--- src/rtl/fcvt_l_s_iter_pkg.sv ---
// fcvt_pkg: shared types, constants and saturation helper for the float/long converters
package fcvt_pkg;
  typedef enum logic [2:0] {RNE = 3'd0, RTZ = 3'd1, RDN = 3'd2, RUP = 3'd3, RMM = 3'd4} rm_t;
  typedef enum logic [1:0] {IDLE, SHIFT, ROUND, DONE} state_t;
  localparam int BIAS       = 127;
  localparam int FRAC_POS   = 150;
  localparam int RSFT_MAX   = 26;
  localparam int LSFT_MAX_E = 190;
  localparam logic [63:0] SAT_S_POS = 64'h7FFF_FFFF_FFFF_FFFF;
  localparam logic [63:0] SAT_S_NEG = 64'h8000_0000_0000_0000;
  localparam logic [63:0] SAT_U_POS = 64'hFFFF_FFFF_FFFF_FFFF;
  localparam logic [63:0] SAT_U_NEG = 64'h0;
  function automatic logic [63:0] sat_val(input logic s, input logic uns);
    return uns ? (s ? SAT_U_NEG : SAT_U_POS) : (s ? SAT_S_NEG : SAT_S_POS);
  endfunction
endpackage

--- src/rtl/fcvt_l_s_iter_if.sv ---
// fcvt_l_s_iter_if: request/response handshake bundle for the float-to-long converter
interface fcvt_l_s_iter_if #(parameter int F_WIDTH = 32, parameter int I_WIDTH = 64);
  logic               in_valid;
  logic               in_ready;
  logic [F_WIDTH-1:0] in_data;
  logic [2:0]         in_rm;
  logic               in_unsigned;
  logic               out_valid;
  logic               out_ready;
  logic [I_WIDTH-1:0] out_data;
  logic               out_nv;
  logic               out_nx;
  modport master (output in_valid, in_data, in_rm, in_unsigned, out_ready,
                  input  in_ready, out_valid, out_data, out_nv, out_nx);
  modport slave  (input  in_valid, in_data, in_rm, in_unsigned, out_ready,
                  output in_ready, out_valid, out_data, out_nv, out_nx);
endinterface

--- src/rtl/fcvt_l_s_iter_rnd_inc.sv ---
// fcvt_rnd_inc: round-increment decision from sign, lsb, guard, sticky and rounding mode
module fcvt_rnd_inc import fcvt_pkg::*; (
  input  logic       i_s,
  input  logic       i_l,
  input  logic       i_g,
  input  logic       i_st,
  input  logic [2:0] i_rm,
  output logic       o_inc
);
  // unlisted modes fall through to truncation
  always_comb
    o_inc = (i_rm == RNE) ? (i_g & (i_st | i_l)) :
            (i_rm == RDN) ? (i_s & (i_g | i_st)) :
            (i_rm == RUP) ? (~i_s & (i_g | i_st)) :
            (i_rm == RMM) ? i_g : 1'b0;
endmodule

--- src/rtl/fcvt_l_s_iter.sv ---
// fcvt_l_s_iter: iterative single-precision to 64-bit integer converter (signed/unsigned)
module fcvt_l_s_iter import fcvt_pkg::*; #(
  parameter int F_WIDTH  = 32,
  parameter int F_EXP    = 8,
  parameter int F_FLAC   = 23,
  parameter int I_WIDTH  = 64,
  parameter int SFT_STEP = 8
) (
  input logic CLK,
  input logic RSTn,
  fcvt_l_s_iter_if.slave bus
);
  state_t             r_state;
  logic               r_in_ready, r_out_valid, r_out_nv, r_out_nx;
  logic [I_WIDTH-1:0] r_out_data, r_mag;
  logic [5:0]         r_cnt;
  logic               r_g, r_st, r_s, r_uns;
  logic [2:0]         r_rm;
  logic               w_s, w_nan, w_zero, w_big, w_lsft, w_inc, w_ok, w_sh_g, w_sh_st;
  logic [F_EXP-1:0]   w_e, w_ee, w_rdist;
  logic [F_FLAC-1:0]  w_f;
  logic [5:0]         w_rcnt, w_k;
  logic [I_WIDTH-1:0] w_m, w_lmag, w_sh_mag, w_sh_lo, w_res;
  logic [I_WIDTH:0]   w_r;
  assign bus.in_ready  = r_in_ready;
  assign bus.out_valid = r_out_valid;
  assign bus.out_data  = r_out_data;
  assign bus.out_nv    = r_out_nv;
  assign bus.out_nx    = r_out_nx;
  fcvt_rnd_inc u_rnd (.i_s(r_s), .i_l(r_mag[0]), .i_g(r_g), .i_st(r_st), .i_rm(r_rm), .o_inc(w_inc));
  // operand unpack, one shift step and the rounded/range-checked result
  always_comb begin
    w_s      = bus.in_data[F_WIDTH-1];
    w_e      = bus.in_data[F_WIDTH-2 -: F_EXP];
    w_f      = bus.in_data[F_FLAC-1:0];
    w_zero   = ~|w_e & ~|w_f;
    w_nan    = &w_e & |w_f;
    w_big    = w_e > F_EXP'(LSFT_MAX_E);
    w_lsft   = w_e >= F_EXP'(FRAC_POS);
    w_m      = I_WIDTH'({|w_e, w_f});
    w_lmag   = w_m << (w_e - F_EXP'(FRAC_POS));
    w_ee     = (w_e == '0) ? F_EXP'(1) : w_e;
    w_rdist  = F_EXP'(FRAC_POS) - w_ee;
    w_rcnt   = (w_rdist > F_EXP'(RSFT_MAX)) ? 6'(RSFT_MAX) : w_rdist[5:0];
    w_k      = (r_cnt > 6'(SFT_STEP)) ? 6'(SFT_STEP) : r_cnt;
    w_sh_mag = r_mag >> w_k;
    w_sh_g   = r_mag[w_k - 6'd1];
    w_sh_lo  = r_mag & ((I_WIDTH'(1) << (w_k - 6'd1)) - I_WIDTH'(1));
    w_sh_st  = r_st | r_g | (|w_sh_lo);
    w_r      = {1'b0, r_mag} + (I_WIDTH+1)'(w_inc);
    w_ok     = r_uns ? (r_s ? ~|w_r : ~w_r[I_WIDTH]) :
               (r_s ? (~w_r[I_WIDTH] & (~w_r[I_WIDTH-1] | ~|w_r[I_WIDTH-2:0])) : ~|w_r[I_WIDTH:I_WIDTH-1]);
    w_res    = r_s ? -w_r[I_WIDTH-1:0] : w_r[I_WIDTH-1:0];
  end
  // control FSM with registered handshake and result outputs
  always_ff @(posedge CLK or negedge RSTn) begin
    if (!RSTn) begin
      r_state     <= IDLE;
      r_in_ready  <= 1'b1;
      r_out_valid <= 1'b0;
      r_out_data  <= '0;
      r_out_nv    <= 1'b0;
      r_out_nx    <= 1'b0;
      r_mag       <= '0;
      r_cnt       <= '0;
      r_g         <= 1'b0;
      r_st        <= 1'b0;
      r_s         <= 1'b0;
      r_uns       <= 1'b0;
      r_rm        <= '0;
    end else begin
      case (r_state)
        IDLE: if (bus.in_valid) begin
          r_s        <= w_s;
          r_uns      <= bus.in_unsigned;
          r_rm       <= bus.in_rm;
          r_g        <= 1'b0;
          r_st       <= 1'b0;
          r_in_ready <= 1'b0;
          if (w_zero | w_nan | w_big) begin
            r_state     <= DONE;
            r_out_valid <= 1'b1;
            r_out_data  <= w_zero ? '0 : sat_val(w_s & ~w_nan, bus.in_unsigned);
            r_out_nv    <= ~w_zero;
            r_out_nx    <= 1'b0;
          end else if (w_lsft) begin
            r_mag   <= w_lmag;
            r_cnt   <= '0;
            r_state <= ROUND;
          end else begin
            r_mag   <= w_m;
            r_cnt   <= w_rcnt;
            r_state <= SHIFT;
          end
        end
        SHIFT: begin
          r_mag   <= w_sh_mag;
          r_g     <= w_sh_g;
          r_st    <= w_sh_st;
          r_cnt   <= r_cnt - w_k;
          r_state <= (r_cnt == w_k) ? ROUND : SHIFT;
        end
        ROUND: begin
          r_state     <= DONE;
          r_out_valid <= 1'b1;
          r_out_data  <= w_ok ? w_res : sat_val(r_s, r_uns);
          r_out_nv    <= ~w_ok;
          r_out_nx    <= w_ok & (r_g | r_st);
        end
        DONE: if (bus.out_ready) begin
          r_state     <= IDLE;
          r_out_valid <= 1'b0;
          r_in_ready  <= 1'b1;
        end
      endcase
    end
  end
endmodule
--- src/flat_wrapper.sv ---
// flat-port wrapper written by rule: the top's interface ports become plain ports
module fcvt_l_s_iter_flat import fcvt_pkg::*;
#(
  parameter int F_WIDTH  = 32,
  parameter int F_EXP    = 8,
  parameter int F_FLAC   = 23,
  parameter int I_WIDTH  = 64,
  parameter int SFT_STEP = 8
)
  (CLK, RSTn, bus_in_valid, bus_in_data, bus_in_rm, bus_in_unsigned, bus_out_ready, bus_in_ready, bus_out_valid, bus_out_data, bus_out_nv, bus_out_nx);
  fcvt_l_s_iter_if #(.F_WIDTH(F_WIDTH), .I_WIDTH(I_WIDTH)) bus_i ();
  input logic CLK;
  input logic RSTn;
  input wire logic [$bits(bus_i.in_valid)-1:0] bus_in_valid;
  input wire logic [$bits(bus_i.in_data)-1:0] bus_in_data;
  input wire logic [$bits(bus_i.in_rm)-1:0] bus_in_rm;
  input wire logic [$bits(bus_i.in_unsigned)-1:0] bus_in_unsigned;
  input wire logic [$bits(bus_i.out_ready)-1:0] bus_out_ready;
  output wire logic [$bits(bus_i.in_ready)-1:0] bus_in_ready;
  output wire logic [$bits(bus_i.out_valid)-1:0] bus_out_valid;
  output wire logic [$bits(bus_i.out_data)-1:0] bus_out_data;
  output wire logic [$bits(bus_i.out_nv)-1:0] bus_out_nv;
  output wire logic [$bits(bus_i.out_nx)-1:0] bus_out_nx;
  assign bus_i.in_valid = bus_in_valid;
  assign bus_i.in_data = bus_in_data;
  assign bus_i.in_rm = bus_in_rm;
  assign bus_i.in_unsigned = bus_in_unsigned;
  assign bus_i.out_ready = bus_out_ready;
  assign bus_in_ready = bus_i.in_ready;
  assign bus_out_valid = bus_i.out_valid;
  assign bus_out_data = bus_i.out_data;
  assign bus_out_nv = bus_i.out_nv;
  assign bus_out_nx = bus_i.out_nx;
  fcvt_l_s_iter #(.F_WIDTH(F_WIDTH), .F_EXP(F_EXP), .F_FLAC(F_FLAC), .I_WIDTH(I_WIDTH), .SFT_STEP(SFT_STEP)) u_core (.CLK(CLK), .RSTn(RSTn), .bus(bus_i));
endmodule
--- config.mk ---
export PLATFORM = sky130hd
export DESIGN_NAME = fcvt_l_s_iter_flat
export DESIGN_NICKNAME = d
export VERILOG_FILES = /design/src/rtl/fcvt_l_s_iter_pkg.sv /design/src/rtl/fcvt_l_s_iter_if.sv /design/src/rtl/fcvt_l_s_iter_rnd_inc.sv /design/src/rtl/fcvt_l_s_iter.sv /design/src/flat_wrapper.sv
export SDC_FILE = /design/constraint.sdc
export NUM_CORES = 1
export LEC_CHECK = 0
export BUFFER_PORTS_ARGS = -buffer_cell sky130_fd_sc_hd__buf_2
export CAP_MARGIN = 5
export CORE_MARGIN = 4
export CORE_UTILIZATION = 48
export CTS_BUF_LIST = sky130_fd_sc_hd__clkbuf_8 sky130_fd_sc_hd__clkbuf_16
export DETAILED_ROUTE_END_ITERATION = 12
export GPL_TIMING_DRIVEN = 0
export MAX_ROUTING_LAYER = met4
export PLACE_DENSITY = 0.66
export SYNTH_ARGS = -nofsm -noshare
export SYNTH_HDL_FRONTEND = slang
export SYNTH_SLANG_ARGS = --single-unit
--- constraint.sdc ---
create_clock -name CLK -period 8.6 [get_ports CLK]
set_clock_uncertainty 0.05 [all_clocks]
set_input_delay 1.72 -clock CLK [delete_from_list [all_inputs] [get_ports CLK]]
set_output_delay 1.72 -clock CLK [all_outputs]
set_load 0.05 [all_outputs]
==> results.sh <==
export IMPL_place_gp_congestion=1.14
export IMPL_worst_pin_slew_ns=1.40
export IMPL_drt_iter0_markers=3016
export IMPL_die_w_um=194
export IMPL_synth_ff_type="dfrtp_1"
export IMPL_hold_violations=0
export IMPL_rows=67
export IMPL_synth_edf_count=0
export IMPL_numPortBuffers=104
export IMPL_syn_area_per_cell_um2=7.24
export IMPL_ys_types=94
export IMPL_cp_num_buf_inv=5
export IMPL_cellPowerDensity_nw_per_um2=470
export IMPL_crit_path_end="u_core.bus.out_data[5]$_DFFE_PN0P_"
export IMPL_drive_gt1_frac=0.101
export IMPL_setup_tns_ns=0
export IMPL_placed_area_um2=17800
export IMPL_setup_viol=0
export IMPL_power_switching_w=0.00539
export IMPL_critPathLaunch="u_core.r_s$_DFFE_PN0P_"
export IMPL_start_util=0.491
export IMPL_ys_warn_count=0
export IMPL_p_leak_nw=7.25
export IMPL_peakVddDrop_mv=0.334
export IMPL_final_common_cell="nand2_1"
export IMPL_crit_arrival_ns=8.46
export IMPL_first_pass_iters=9
export IMPL_crit_type="reg2reg"
export IMPL_cp_data_required_time_ns=8.95
export IMPL_synthArstFlopShare=1.00
export IMPL_internal_power_w=0.00323
export IMPL_hpwlAfterDp_um=68000
export IMPL_fin_ws_ns=0.491
export IMPL_clk_path_buf_depth=2
export IMPL_antenna_found_initial=1
export IMPL_clk_pin_slew_ns=0.07
export IMPL_dieArea_um2=37700
export IMPL_r2r_start="u_core.r_s$_DFFE_PN0P_"
export IMPL_endpoint_kind="flip-flop"
export IMPL_wirelength_um=85600
export IMPL_dp_slack_ns=0.700
export IMPL_p_sw_frac=0.625
export IMPL_viasPerCell=7.07
export IMPL_ys_seq_area_frac=0.221
export IMPL_globalRouteOverflowTotal=0
export IMPL_crit_fanout=10
export IMPL_cp_slowest_stage_delay_ns=0.79
export IMPL_finalMaxSlewViolations=0
export IMPL_area_growth_synth_to_final_pct=10.2
export IMPL_post_cts_setup_buffers=0
export IMPL_clkPwrFrac=0.087
export IMPL_nFillCells=3346
export IMPL_status="finished, final reports clean"
export IMPL_cts_buffers=17
export IMPL_mostFrequentLayoutCells="nand2_1, nor2_1, a21oi_1"
export IMPL_seq_power_share=0.151
export IMPL_synth_area_um2=16600
export IMPL_cts_sinks=147
export IMPL_worstSetupStartpointType="flip-flop"
export IMPL_cp_top_family="simple AND/OR/NAND/NOR gates"
export IMPL_cpMostUsedCell="clkbuf_1"
export IMPL_r2r_end="u_core.bus.out_data[5]$_DFFE_PN0P_"
export IMPL_ant_nets=0
export IMPL_grt_pass1_wl_um=126000
export IMPL_holdBufCountCts=0
export IMPL_grt_pass1_vias=19374
export IMPL_clk_latency_ns=0.47
export IMPL_max_slew_margin=0.0578
export IMPL_path_cells="clkbuf_1, clkbuf_1, clkbuf_1, xnor2_1, o41ai_1, ha_1, ha_1, nand4_2, or3_1, clkbuf_1, nor4_1, xnor2_1, nand3_1, nor4_4, and3_1, a31o_1, buf_4, o21ai_0, a221oi_1, o22a_1"
export IMPL_rrSetupSlack_ns=0.49
export IMPL_hold_path_class="reg2reg"
export IMPL_ys_ff_latch=147
export IMPL_wl_per_cell_um=29.6
export IMPL_htree_levels=4
export IMPL_p_comb_frac=0.761
export IMPL_grt_setup_unrepaired="no"
export IMPL_critPathSlowestCell="o41ai_1"
export IMPL_vias=20418
export IMPL_syn_inst=2300
export IMPL_period_needed_ns=8.11
export IMPL_ios=108
export IMPL_finalCritPeriodShare=0.943
export IMPL_nNetsFinal=2477
export IMPL_route_detailed_drc=0
export IMPL_core_area_um2=33900
export IMPL_stdcell_area_um2=18300
export IMPL_worst_path_stages=20
export IMPL_drv_cap=0
export IMPL_grt_start_max_net_pins=83
export IMPL_worst_r2r_path_depth=20
export IMPL_die_y_um=194
export IMPL_cts_root_buf="clkbuf_16"
export IMPL_grt_total_usage=0.451
export IMPL_cts_resized=0
export IMPL_synth_nets=2352
export IMPL_cts_tree="built"
export IMPL_fmax_mhz=123
==> worst min-delay path by stage <==
stage / from / endpoint / slack [ns] / cells past startpoint
floorplan: u_core.r_rm[2]$_DFFE_PN0P_ / u_core.r_rm[2]$_DFFE_PN0P_ / 0.45 / 1
global placement: u_core.bus.out_data[3]$_DFFE_PN0P_ / u_core.bus.out_data[3]$_DFFE_PN0P_ / 0.43 / 2
detailed placement: u_core.bus.out_data[25]$_DFFE_PN0P_ / u_core.bus.out_data[25]$_DFFE_PN0P_ / 0.44 / 2
CTS: u_core.bus.out_data[25]$_DFFE_PN0P_ / u_core.bus.out_data[25]$_DFFE_PN0P_ / 0.46 / 2
global route: u_core.bus.out_data[53]$_DFFE_PN0P_ / u_core.bus.out_data[53]$_DFFE_PN0P_ / 0.49 / 1
finish: u_core.bus.out_data[3]$_DFFE_PN0P_ / u_core.bus.out_data[3]$_DFFE_PN0P_ / 0.46 / 2
==> power groups by stage <==
stage               clock network (W)  registers [W]  logic [W]
finish                       0.000752        0.00130    0.00656
global route                 0.000774        0.00134    0.00685
CTS                          0.000744        0.00129    0.00624
detailed placement                  0        0.00130    0.00621
global placement                    0        0.00128    0.00614
floorplan                           0        0.00180    0.00361
==> sequential cells by signal, indices dropped and copies added, names as in the netlist, 2 cells and up <==
register             count
u_core.bus.out_data     64
u_core.r_cnt             6
u_core.r_mag            64
u_core.r_rm              3
u_core.r_state           2
==> through the flow <==
step	hold WS, ns	util	std cells	power [W]
finish	0.463	0.541	2887	0.00862
global placement	0.433	0.523	2852	0.00743
floorplan	0.448	-	2300	0.00541
CTS	0.462	0.541	2885	0.00827
detailed placement	0.443	0.524	2853	0.00751
global route	0.492	0.541	2887	0.00897
==> area by class of cell <==
type	count	area, um^2	area share
multi-input cells	1909	12000	0.652
clock buffers	19	453	0.0247
clock inverters	13	116	0.00635
inverters	37	139	0.00757
repair buffers	106	559	0.0305
diodes	1	2.50	0.000136
well taps	448	561	0.0306
plain buffers	207	868	0.0474
flip-flops and latches	147	3680	0.201
==> worst reg2reg max path, cell delays in order, from the launching register on <==
cell,delay [ns]
dfrtp_1,0.33
clkbuf_1,0.50
clkbuf_1,0.46
clkbuf_1,0.64
xnor2_1,0.15
o41ai_1,0.79
ha_1,0.42
ha_1,0.40
nand4_2,0.28
or3_1,0.39
clkbuf_1,0.27
nor4_1,0.54
xnor2_1,0.33
nand3_1,0.34
nor4_4,0.54
and3_1,0.28
a31o_1,0.15
buf_4,0.19
o21ai_0,0.11
a221oi_1,0.67
o22a_1,0.23
==> cells in the mapped netlist (15+ instances only) <==
cell | number | share of area
buf_1 | 20 | 0.0045
o22ai_1 | 24 | 0.0090
a21oi_1 | 210 | 0.063
and2_1 | 28 | 0.011
nand3_1 | 90 | 0.027
nor3_1 | 53 | 0.016
a311oi_1 | 15 | 0.0079
inv_1 | 33 | 0.0074
dfrtp_1 | 146 | 0.22
nor4_1 | 46 | 0.017
nor2_1 | 219 | 0.049
mux2i_1 | 157 | 0.094
clkbuf_1 | 145 | 0.033
buf_2 | 30 | 0.0090
a211oi_1 | 17 | 0.0077
o21ai_0 | 166 | 0.050
xnor2_1 | 49 | 0.026
nand4_1 | 42 | 0.016
a31oi_1 | 35 | 0.013
xor2_1 | 39 | 0.021
and3_1 | 30 | 0.011
nand2_1 | 324 | 0.073
o21ai_1 | 37 | 0.011
a221oi_1 | 24 | 0.013
mux4_2 | 24 | 0.032
==> kinds of logic (layout without fill, tap and decap cells) <==
logic type | count (synthesis) | in the layout | synth area share
AND/OR/NAND/NOR | 930 | 930 | 0.271
AO/OA/AOI/OAI | 687 | 687 | 0.258
buffers and inverters | 244 | 382 | 0.0605
multiplexers | 191 | 191 | 0.134
flip-flops | 147 | 147 | 0.221
XOR/XNOR | 88 | 88 | 0.0463
adder cells (fa/ha/maj) | 12 | 12 | 0.00902
other | 1 | 2 | 0.000225
==> routing by layer <==
metal	vias to the layer above	wire length [um]	track usage
met1	9579	31300	0.538
met2	1634	36600	0.674
li1	8791	-	-
met5	-	0	-
met3	414	10100	0.112
met4	0	7620	0.303
Power figures use the tool's default switching activity.
